[src/rtl/acc_seq_if.sv]
// ---------------------------------------------------------------------------
// acc_seq_if
//   Host-facing bundle of the accelerator sequencer: the beat-write channel,
//   the abort request and the result valid/ready channel.
//   master : host side (drives beats, abort, res_ready)
//   slave  : sequencer side (drives host_wready and the result channel)
// Signals
//   host_wvalid / host_wready / host_wdata : input beat handshake
//   host_abort                             : level abort request
//   res_valid / res_ready                  : result handshake
//   res_data / res_timeout                 : result payload and timeout flag
// ---------------------------------------------------------------------------
interface acc_seq_if #(
    parameter int WORD_W    = 32,
    parameter int OUT_WIDTH = 4
) ();
    logic                 host_wvalid;
    logic                 host_wready;
    logic [WORD_W-1:0]    host_wdata;
    logic                 host_abort;
    logic                 res_valid;
    logic                 res_ready;
    logic [OUT_WIDTH-1:0] res_data;
    logic                 res_timeout;

    modport master (
        output host_wvalid, host_wdata, host_abort, res_ready,
        input  host_wready, res_valid, res_data, res_timeout
    );

    modport slave (
        input  host_wvalid, host_wdata, host_abort, res_ready,
        output host_wready, res_valid, res_data, res_timeout
    );
endinterface

[src/rtl/acc_seq_ctrl.sv]
// ---------------------------------------------------------------------------
// acc_seq_ctrl
//   Host-side sequencer for the accelerator register bank. Collects
//   IN_WIDTH/WORD_W host beats into an input buffer, commits it, pulses
//   START, waits for acc_done (bounded by TIMEOUT), captures the output
//   register and hands the result back over a valid/ready channel. A host
//   abort or a timeout issues a STOP / STOP-clear control sequence.
// Ports
//   clk, rst_n        : clock, asynchronous active-low reset
//   host              : acc_seq_if.slave (beats, abort, result channel)
//   busy              : sequencer not idle
//   ctrl_wr_en        : control register write strobe
//   ctrl_start_wr     : START value for the control write
//   ctrl_stop_wr      : STOP value for the control write
//   in_data_wr_en     : input register write strobe
//   in_data_wr        : assembled input vector
//   out_data_cap_en   : output register capture strobe
//   acc_done          : accelerator result valid this cycle
//   out_data_reg      : output register contents
// ---------------------------------------------------------------------------
module acc_seq_ctrl #(
    parameter int IN_WIDTH  = 1024,
    parameter int OUT_WIDTH = 4,
    parameter int WORD_W    = 32,
    parameter int TO_W      = 16,
    parameter int TIMEOUT   = 4096
) (
    input  logic                 clk,
    input  logic                 rst_n,
    acc_seq_if.slave             host,
    output logic                 busy,
    output logic                 ctrl_wr_en,
    output logic                 ctrl_start_wr,
    output logic                 ctrl_stop_wr,
    output logic                 in_data_wr_en,
    output logic [IN_WIDTH-1:0]  in_data_wr,
    output logic                 out_data_cap_en,
    input  logic                 acc_done,
    input  logic [OUT_WIDTH-1:0] out_data_reg
);
    localparam int NBEATS = IN_WIDTH / WORD_W;
    localparam int CNT_W  = (NBEATS > 1) ? $clog2(NBEATS) : 1;
    localparam logic [CNT_W-1:0] LAST_BEAT = CNT_W'(NBEATS - 1);
    localparam logic [TO_W-1:0]  TO_LAST   = (TIMEOUT == 0) ? '0 : TO_W'(TIMEOUT - 1);

    typedef enum logic [3:0] {
        S_IDLE,
        S_LOAD,
        S_COMMIT,
        S_START,
        S_RUN,
        S_CLEAR,
        S_RESULT,
        S_STOP,
        S_STOPCLR
    } state_t;

    state_t            state_reg, state_next;
    logic [CNT_W-1:0]  beat_cnt_reg;
    logic [TO_W-1:0]   timer_reg;
    logic              timeout_reg;

    logic wready;
    logic res_valid;
    logic beat_acc;
    logic last_beat;
    logic abort_req;
    logic timeout_hit;
    logic timeout_set;

    // Abort only acts in the states that own a transaction; IDLE and the
    // STOP sequence itself ignore it so a held abort cannot loop.
    assign abort_req = host.host_abort &&
                       (state_reg inside {S_LOAD, S_COMMIT, S_START, S_RUN, S_CLEAR, S_RESULT});
    assign beat_acc    = host.host_wvalid && wready;
    assign last_beat   = (beat_cnt_reg == LAST_BEAT);
    assign timeout_hit = (TIMEOUT != 0) && (timer_reg == TO_LAST);

    // ------------------------------------------------------------------
    // State register
    // ------------------------------------------------------------------
    always_ff @(posedge clk or negedge rst_n) begin
        if (!rst_n) begin
            state_reg <= S_IDLE;
        end else begin
            state_reg <= state_next;
        end
    end

    // ------------------------------------------------------------------
    // Next state and strobes
    // ------------------------------------------------------------------
    always_comb begin
        state_next      = state_reg;
        wready          = 1'b0;
        in_data_wr_en   = 1'b0;
        ctrl_wr_en      = 1'b0;
        ctrl_start_wr   = 1'b0;
        ctrl_stop_wr    = 1'b0;
        out_data_cap_en = 1'b0;
        res_valid       = 1'b0;
        timeout_set     = 1'b0;

        unique case (state_reg)
            S_IDLE: begin
                wready = !host.host_abort;
                // NBEATS >= 2, so the first beat can never be the last.
                if (beat_acc) begin
                    state_next = S_LOAD;
                end
            end
            S_LOAD: begin
                wready = !host.host_abort;
                if (abort_req) begin
                    state_next = S_STOP;
                end else if (beat_acc && last_beat) begin
                    state_next = S_COMMIT;
                end
            end
            S_COMMIT: begin
                in_data_wr_en = 1'b1;
                state_next    = abort_req ? S_STOP : S_START;
            end
            S_START: begin
                ctrl_wr_en    = 1'b1;
                ctrl_start_wr = 1'b1;
                state_next    = abort_req ? S_STOP : S_RUN;
            end
            S_RUN: begin
                // Priority: abort, then done, then timeout.
                if (abort_req) begin
                    state_next = S_STOP;
                end else if (acc_done) begin
                    out_data_cap_en = 1'b1;
                    state_next      = S_CLEAR;
                end else if (timeout_hit) begin
                    timeout_set = 1'b1;
                    state_next  = S_STOP;
                end
            end
            S_CLEAR: begin
                ctrl_wr_en = 1'b1;
                state_next = abort_req ? S_STOP : S_RESULT;
            end
            S_RESULT: begin
                // A same-cycle abort wins over the handshake, so the result
                // is withdrawn rather than offered and then dropped.
                res_valid = !host.host_abort;
                if (abort_req) begin
                    state_next = S_STOP;
                end else if (host.res_ready) begin
                    state_next = S_IDLE;
                end
            end
            S_STOP: begin
                ctrl_wr_en   = 1'b1;
                ctrl_stop_wr = 1'b1;
                state_next   = S_STOPCLR;
            end
            S_STOPCLR: begin
                ctrl_wr_en = 1'b1;
                // Only a timeout has a result to report; aborts go home quietly.
                state_next = timeout_reg ? S_RESULT : S_IDLE;
            end
            default: begin
                state_next = S_IDLE;
            end
        endcase
    end

    // ------------------------------------------------------------------
    // Beat counter, RUN timer, timeout flag
    // ------------------------------------------------------------------
    always_ff @(posedge clk or negedge rst_n) begin
        if (!rst_n) begin
            beat_cnt_reg <= '0;
            timer_reg    <= '0;
            timeout_reg  <= 1'b0;
        end else begin
            if (abort_req) begin
                beat_cnt_reg <= '0;
            end else if (beat_acc) begin
                beat_cnt_reg <= last_beat ? '0 : beat_cnt_reg + CNT_W'(1);
            end

            // Held at zero outside RUN, so it is zero on the first RUN cycle.
            if (state_reg == S_RUN) begin
                timer_reg <= timer_reg + TO_W'(1);
            end else begin
                timer_reg <= '0;
            end

            if (abort_req) begin
                timeout_reg <= 1'b0;
            end else if (timeout_set) begin
                timeout_reg <= 1'b1;
            end else if (res_valid && host.res_ready) begin
                timeout_reg <= 1'b0;
            end
        end
    end

    // ------------------------------------------------------------------
    // Input buffer: one register slot per beat position
    // ------------------------------------------------------------------
    for (genvar gi = 0; gi < NBEATS; gi++) begin : g_beat
        logic [WORD_W-1:0] slot_reg;

        always_ff @(posedge clk or negedge rst_n) begin
            if (!rst_n) begin
                slot_reg <= '0;
            end else if (beat_acc && (beat_cnt_reg == CNT_W'(gi))) begin
                slot_reg <= host.host_wdata;
            end
        end

        assign in_data_wr[gi*WORD_W +: WORD_W] = slot_reg;
    end

    // ------------------------------------------------------------------
    // Host-facing outputs
    // ------------------------------------------------------------------
    assign busy             = (state_reg != S_IDLE);
    assign host.host_wready = wready;
    assign host.res_valid   = res_valid;
    assign host.res_timeout = res_valid && timeout_reg;
    assign host.res_data    = ((state_reg == S_RESULT) && !timeout_reg) ? out_data_reg : '0;

endmodule

[src/flat_wrapper.sv]
// flat-port wrapper written by rule: the top's interface ports become plain ports
module acc_seq_ctrl_flat 
#(
    parameter int IN_WIDTH  = 1024,
    parameter int OUT_WIDTH = 4,
    parameter int WORD_W    = 32,
    parameter int TO_W      = 16,
    parameter int TIMEOUT   = 4096
)
  (clk, rst_n, busy, ctrl_wr_en, ctrl_start_wr, ctrl_stop_wr, in_data_wr_en, in_data_wr, out_data_cap_en, acc_done, out_data_reg, host_host_wvalid, host_host_wdata, host_host_abort, host_res_ready, host_host_wready, host_res_valid, host_res_data, host_res_timeout);
  acc_seq_if #(.WORD_W(WORD_W), .OUT_WIDTH(OUT_WIDTH)) host_i ();
  input  logic clk;
  input  logic rst_n;
  output logic busy;
  output logic ctrl_wr_en;
  output logic ctrl_start_wr;
  output logic ctrl_stop_wr;
  output logic in_data_wr_en;
  output logic [IN_WIDTH-1:0] in_data_wr;
  output logic out_data_cap_en;
  input  logic acc_done;
  input  logic [OUT_WIDTH-1:0] out_data_reg;
  input wire logic [$bits(host_i.host_wvalid)-1:0] host_host_wvalid;
  input wire logic [$bits(host_i.host_wdata)-1:0] host_host_wdata;
  input wire logic [$bits(host_i.host_abort)-1:0] host_host_abort;
  input wire logic [$bits(host_i.res_ready)-1:0] host_res_ready;
  output wire logic [$bits(host_i.host_wready)-1:0] host_host_wready;
  output wire logic [$bits(host_i.res_valid)-1:0] host_res_valid;
  output wire logic [$bits(host_i.res_data)-1:0] host_res_data;
  output wire logic [$bits(host_i.res_timeout)-1:0] host_res_timeout;
  assign host_i.host_wvalid = host_host_wvalid;
  assign host_i.host_wdata = host_host_wdata;
  assign host_i.host_abort = host_host_abort;
  assign host_i.res_ready = host_res_ready;
  assign host_host_wready = host_i.host_wready;
  assign host_res_valid = host_i.res_valid;
  assign host_res_data = host_i.res_data;
  assign host_res_timeout = host_i.res_timeout;
  acc_seq_ctrl #(.IN_WIDTH(IN_WIDTH), .OUT_WIDTH(OUT_WIDTH), .WORD_W(WORD_W), .TO_W(TO_W), .TIMEOUT(TIMEOUT)) u_core (.clk(clk), .rst_n(rst_n), .host(host_i), .busy(busy), .ctrl_wr_en(ctrl_wr_en), .ctrl_start_wr(ctrl_start_wr), .ctrl_stop_wr(ctrl_stop_wr), .in_data_wr_en(in_data_wr_en), .in_data_wr(in_data_wr), .out_data_cap_en(out_data_cap_en), .acc_done(acc_done), .out_data_reg(out_data_reg));
endmodule
[config.mk]
export PLATFORM = sky130hd
export DESIGN_NAME = acc_seq_ctrl_flat
export DESIGN_NICKNAME = d
export VERILOG_FILES = /design/src/rtl/acc_seq_if.sv /design/src/rtl/acc_seq_ctrl.sv /design/src/flat_wrapper.sv
export SDC_FILE = /design/constraint.sdc
export NUM_CORES = 1
export LEC_CHECK = 0
export CAP_MARGIN = 15
export CORE_AREA = 2 2 422 424
export DETAILED_ROUTE_END_ITERATION = 6
export DIE_AREA = 0 0 424 426
export SLEW_MARGIN = 30
export SYNTH_ARGS = -nofsm -noshare
export SYNTH_HDL_FRONTEND = slang
export SYNTH_SLANG_ARGS = --single-unit
[constraint.sdc]
create_clock -name clk -period 6.59 [get_ports clk]
set_input_delay 1.6475 -clock clk [delete_from_list [all_inputs] [get_ports clk]]
set_output_delay 1.6475 -clock clk [all_outputs]
set_load 0.01 [all_outputs]
# Word-level counts from Yosys, hierarchy flattened
# Index checks and enable logic that the tools add are counted.
# classes
muxes,34
n_mul,0
shifts,0
n_reduce_logical,48
div,0
n_eq_ne,44
bitwise,0
addsub,2
magnitude_cmp,0
# ops
cell,count
$eq 5x5->1 const B,16
$eq 5x4->1 const B,8
$logic_and 1x1->1,37
$mux 4,9
$pmux 4 s9,1
$eq 5x3->1 const B,4
$mux 1,17
$add 16x1->16 const B,1
$eq 16x12->1 const B,1
$eq 4x3->1 const B,4
$mux 16,1
$mux 5,3
$eq 5x2->1 const B,2
$eq 4x2->1 const B,2
$mux 3,2
$ne 3x2->1 const B,2
$reduce_bool 6->1,1
$add 5x1->5 const B,1
$eq 5x1->1 const B,1
$logic_not 5->1,1
$eq 4x1->1 const B,1
$eq 4x4->1 const B,1
$logic_not 4->1,1
$ne 4x2->1 const B,1
other kinds (9),10
# totals
ff_bits,1050
input_bits,42
mem_count,0
wordCells,164
latchBits,0
mem_bits_ro,0
ram_bits,0

# Depth between registers and ports, before layout
# depth
word_depth,8
depth_mapped,7

# Least setup slack after synthesis
# Ideal clock, no wire load.
# synth_timing
path_type,input to output
startpoint,in host_host_abort
endpoint,out out_data_cap_en
path_slack_ns,2.509
cell_stages,3
required_time_ns,4.943
arrival_ns,2.433
n_path_buf,0
cell_sequence,inv_1 > nor4_2 > nor3b_1
# synth_between
elab_chain_len,3
# synth_lines
element,line_no,text
start: declaration,flat_wrapper.sv:25,input wire logic [$bits(host_i.host_abort)-1:0] host_host_abort;
$logic_and 1x1->1,acc_seq_ctrl.sv:73,assign abort_req = host.host_abort &&
$mux 1,acc_seq_ctrl.sv:131,if (abort_req) begin
$mux 1,acc_seq_ctrl.sv:104,unique case (state_reg)
end: declaration,flat_wrapper.sv:20,output logic out_data_cap_en;
# No other way between the ends.

# Final worst setup path
# Ends and elaborated chain as after synthesis.

==> flow_metrics.tcl <==
set metrics [dict create \
    first_iter_violations 1301 \
    synth_top_area_share_pct 66.1 \
    vdd_drop_max_v 0.000230 \
    drtAntennaViolNets 0 \
    fillers 17500 \
    critPathRequiredTime_ps 4940 \
    finalWirelength_mm 157 \
    drive_gt1_share_pct 36.9 \
    wl_met1_mm 60.9 \
    rsz0062_at_grt "no" \
    fin_util_pct 32.6 \
    die_h_um 426 \
    post-cts-setup-buffer-count 0 \
    gp_congestion 0.755 \
    worst_clock_skew_ps 17.8 \
    die_area_um2 181000 \
    stdcell_area_um2 57400 \
    finalNetCount 3585 \
    dp_hpwl_mm 105 \
    crit_type "in2out" \
    numPortBuffers 1078 \
    cp_cell_sequence "clkdlybuf4s50_1 > inv_1 > nor4_2 > nor3b_1 > buf_4 > clkdlybuf4s50_1" \
    drv_slew 0 \
    route.met3.wl_mm 8.92 \
    syn_area_um2 39800 \
    wl_met2_mm 82.1 \
    syn_area_per_cell_um2 16.1 \
    min_path_type "reg2reg" \
    start_kind "input pin" \
    fin_crit_sh_pct 83.2 \
    areaGrowthSynthToFinish_pct 44.2 \
    via_per_inst 4.28 \
    cts.sinks 1050 \
    cp_max_fo 7 \
    postCtsHoldBufs 0 \
    outcome "finished, final reports clean" \
    maxCapViolCount 0 \
    synth_most_common_cell "dfrtp_1" \
    worstPathArrival_ps 3830 \
    wl_per_cell_um 26.3 \
    io-pin-count 1079 \
    layout_min_cycle_time_ps 5480 \
    place_area_um2 53500 \
    relSlewSlack_pct 33.6 \
    worst_slew_pin_slew_ps 997 \
    hold_violations 0 \
    leakagePower_nw 26.7 \
    overflow 0 \
    setup_viol 0 \
    floorplan.die.width_um 424 \
    yosys-top-cells-count "dfrtp_1, mux2_2, clkbuf_1, buf_2, nor2_1" \
    cts_resized 0 \
    path_clk_slew_ps 60 \
    end_kind "primary output" \
    grt_pass1_vias 26700 \
    synthTopCellsByArea "dfrtp_1, mux2_2, clkbuf_1" \
    antenna_found_initial 12 \
    multi_input_area_um2 12800 \
    rrSetupSlack_ps 3150 \
    drc 0 \
    ys_seq_elements 1050 \
    grt_pass1_wl_mm 216 \
    setup-tns-final_ps 0 \
    ys_warn_count 0 \
    rows 154 \
    via_count 25600 \
    cp_common_cell "clkdlybuf4s50_1" \
    ys_seq_area_share_pct 66.1 \
    route.top_layer_used "met4" \
    synth_cell_types 45 \
    clockBufferDepth 3 \
    grt_max_degree 141 \
    seq_area_um2 26300 \
    drt_pass1_iterations 4 \
    slowest_stage "clkdlybuf4s50_1" \
    cts_root_buffer "clkbuf_16" \
    cts_buffers 115 \
    synth_nets 2514 \
    coreArea_um2 176000 \
    grt_use_total_pct 16.9 \
    start_util_pct 22.6 \
    yosysTopAreaCell "dfrtp_1" \
    async_flop_share_pct 100 \
    htreeDepth 3 \
    worstSkewPairLatency_ps 750 \
    syn_inst 2465 \
    power_density_nw_per_um2 270 \
    largest_reg_flops 1024 \
    cpPeakStageDelay_ps 650 \
    fmax_mhz 182 \
    synth_flop_cell "dfrtp_1" \
    synth_edf_count 0 \
    cts_tree "done" \
]
-- worst paths after layout --
path                                           startpoint  depth (start not counted)                              to
setup / recovery                          host_host_abort                          6                 out_data_cap_en
hold / removal             u_core.g_beat[17].slot_reg[10]                          1  u_core.g_beat[17].slot_reg[10]
setup reg to reg                      u_core.state_reg[1]                          7    u_core.g_beat[5].slot_reg[8]
hold reg to reg            u_core.g_beat[17].slot_reg[10]                          1  u_core.g_beat[17].slot_reg[10]
max in group asynchronous                           rst_n                          2   u_core.g_beat[9].slot_reg[26]
min in group asynchronous                           rst_n                          1   u_core.g_beat[28].slot_reg[0]
-- worst max-delay path, delay by kind of cell --
family | cells | cell delay [ps]
buffers and inverters | 4 | 1680
and+or+nand+nor | 2 | 490
-- cell families (layout without fill, tap and decap cells) --
family / Yosys count / count (layout) / share of synthesized area [%]
AND/OR/NAND/NOR: 130 / 130 / 1.72
flip-flops: 1050 / 1050 / 66.1
AO/OA/AOI/OAI: 28 / 28 / 0.440
buffers and inverters: 211 / 1376 / 2.24
multiplexers: 1027 / 1027 / 29.1
XOR/XNOR: 12 / 12 / 0.264
adder cells (fa/ha/maj): 7 / 7 / 0.220
other: 0 / 5 / 0
-- power breakdown --
| part | total [mW] | leakage [nW] | switching (mW) | internal (mW) |
|---|---|---|---|---|
| logic | 1.94 | 10.2 | 0.992 | 0.952 |
| registers | 7.02 | 14.6 | 0.231 | 6.79 |
| clock network | 6.50 | 1.89 | 2.79 | 3.72 |
| total | 15.5 | 26.7 | 4.01 | 11.5 |
-- cell type report --
type	instances	area share (%)
flip-flops and latches	1050	45.8
repair buffers	1157	20.0
multi-input cells	1204	22.3
diodes	5	0.0218
clock buffers	178	6.06
well taps	2340	5.10
inverters	8	0.0523
clock inverters	33	0.600
-- per-layer routing --
metal,vias to the layer above,global-route usage [%]
met5,-,0
met4,0,6.38
met3,232,3.98
met2,772,30.3
met1,13800,19.5
li1,10800,-
-- stage by stage --
stage	cells	hold WS [ps]	power, mW	worst slack (ps)
floorplan	2465	455	7.82	2510
global placement	5752	468	9.07	999
detailed placement	5757	476	9.12	1030
CTS	5968	489	15.7	1020
global route	5971	508	16.1	896
finish	5975	482	15.5	1110
-- cells in the final DEF, fill, tap and decap left out, drive strengths merged, types with 3 or more instances in the layout --
cell type	count
ha	7
xnor2	6
xor2	6
nor3	12
a31oi	3
buf	107
and3	4
nor4	3
nand3	12
nand2	17
clkdlybuf4s50	1050
and2	6
clkinv	22
or3	4
dfrtp	1050
clkbuf	178
nand4	6
nand2b	6
mux2	1026
inv	16
o21ai	6
diode	5
a21oi	9
nand3b	3
nor2	49
Power figures use the tool's default switching activity.
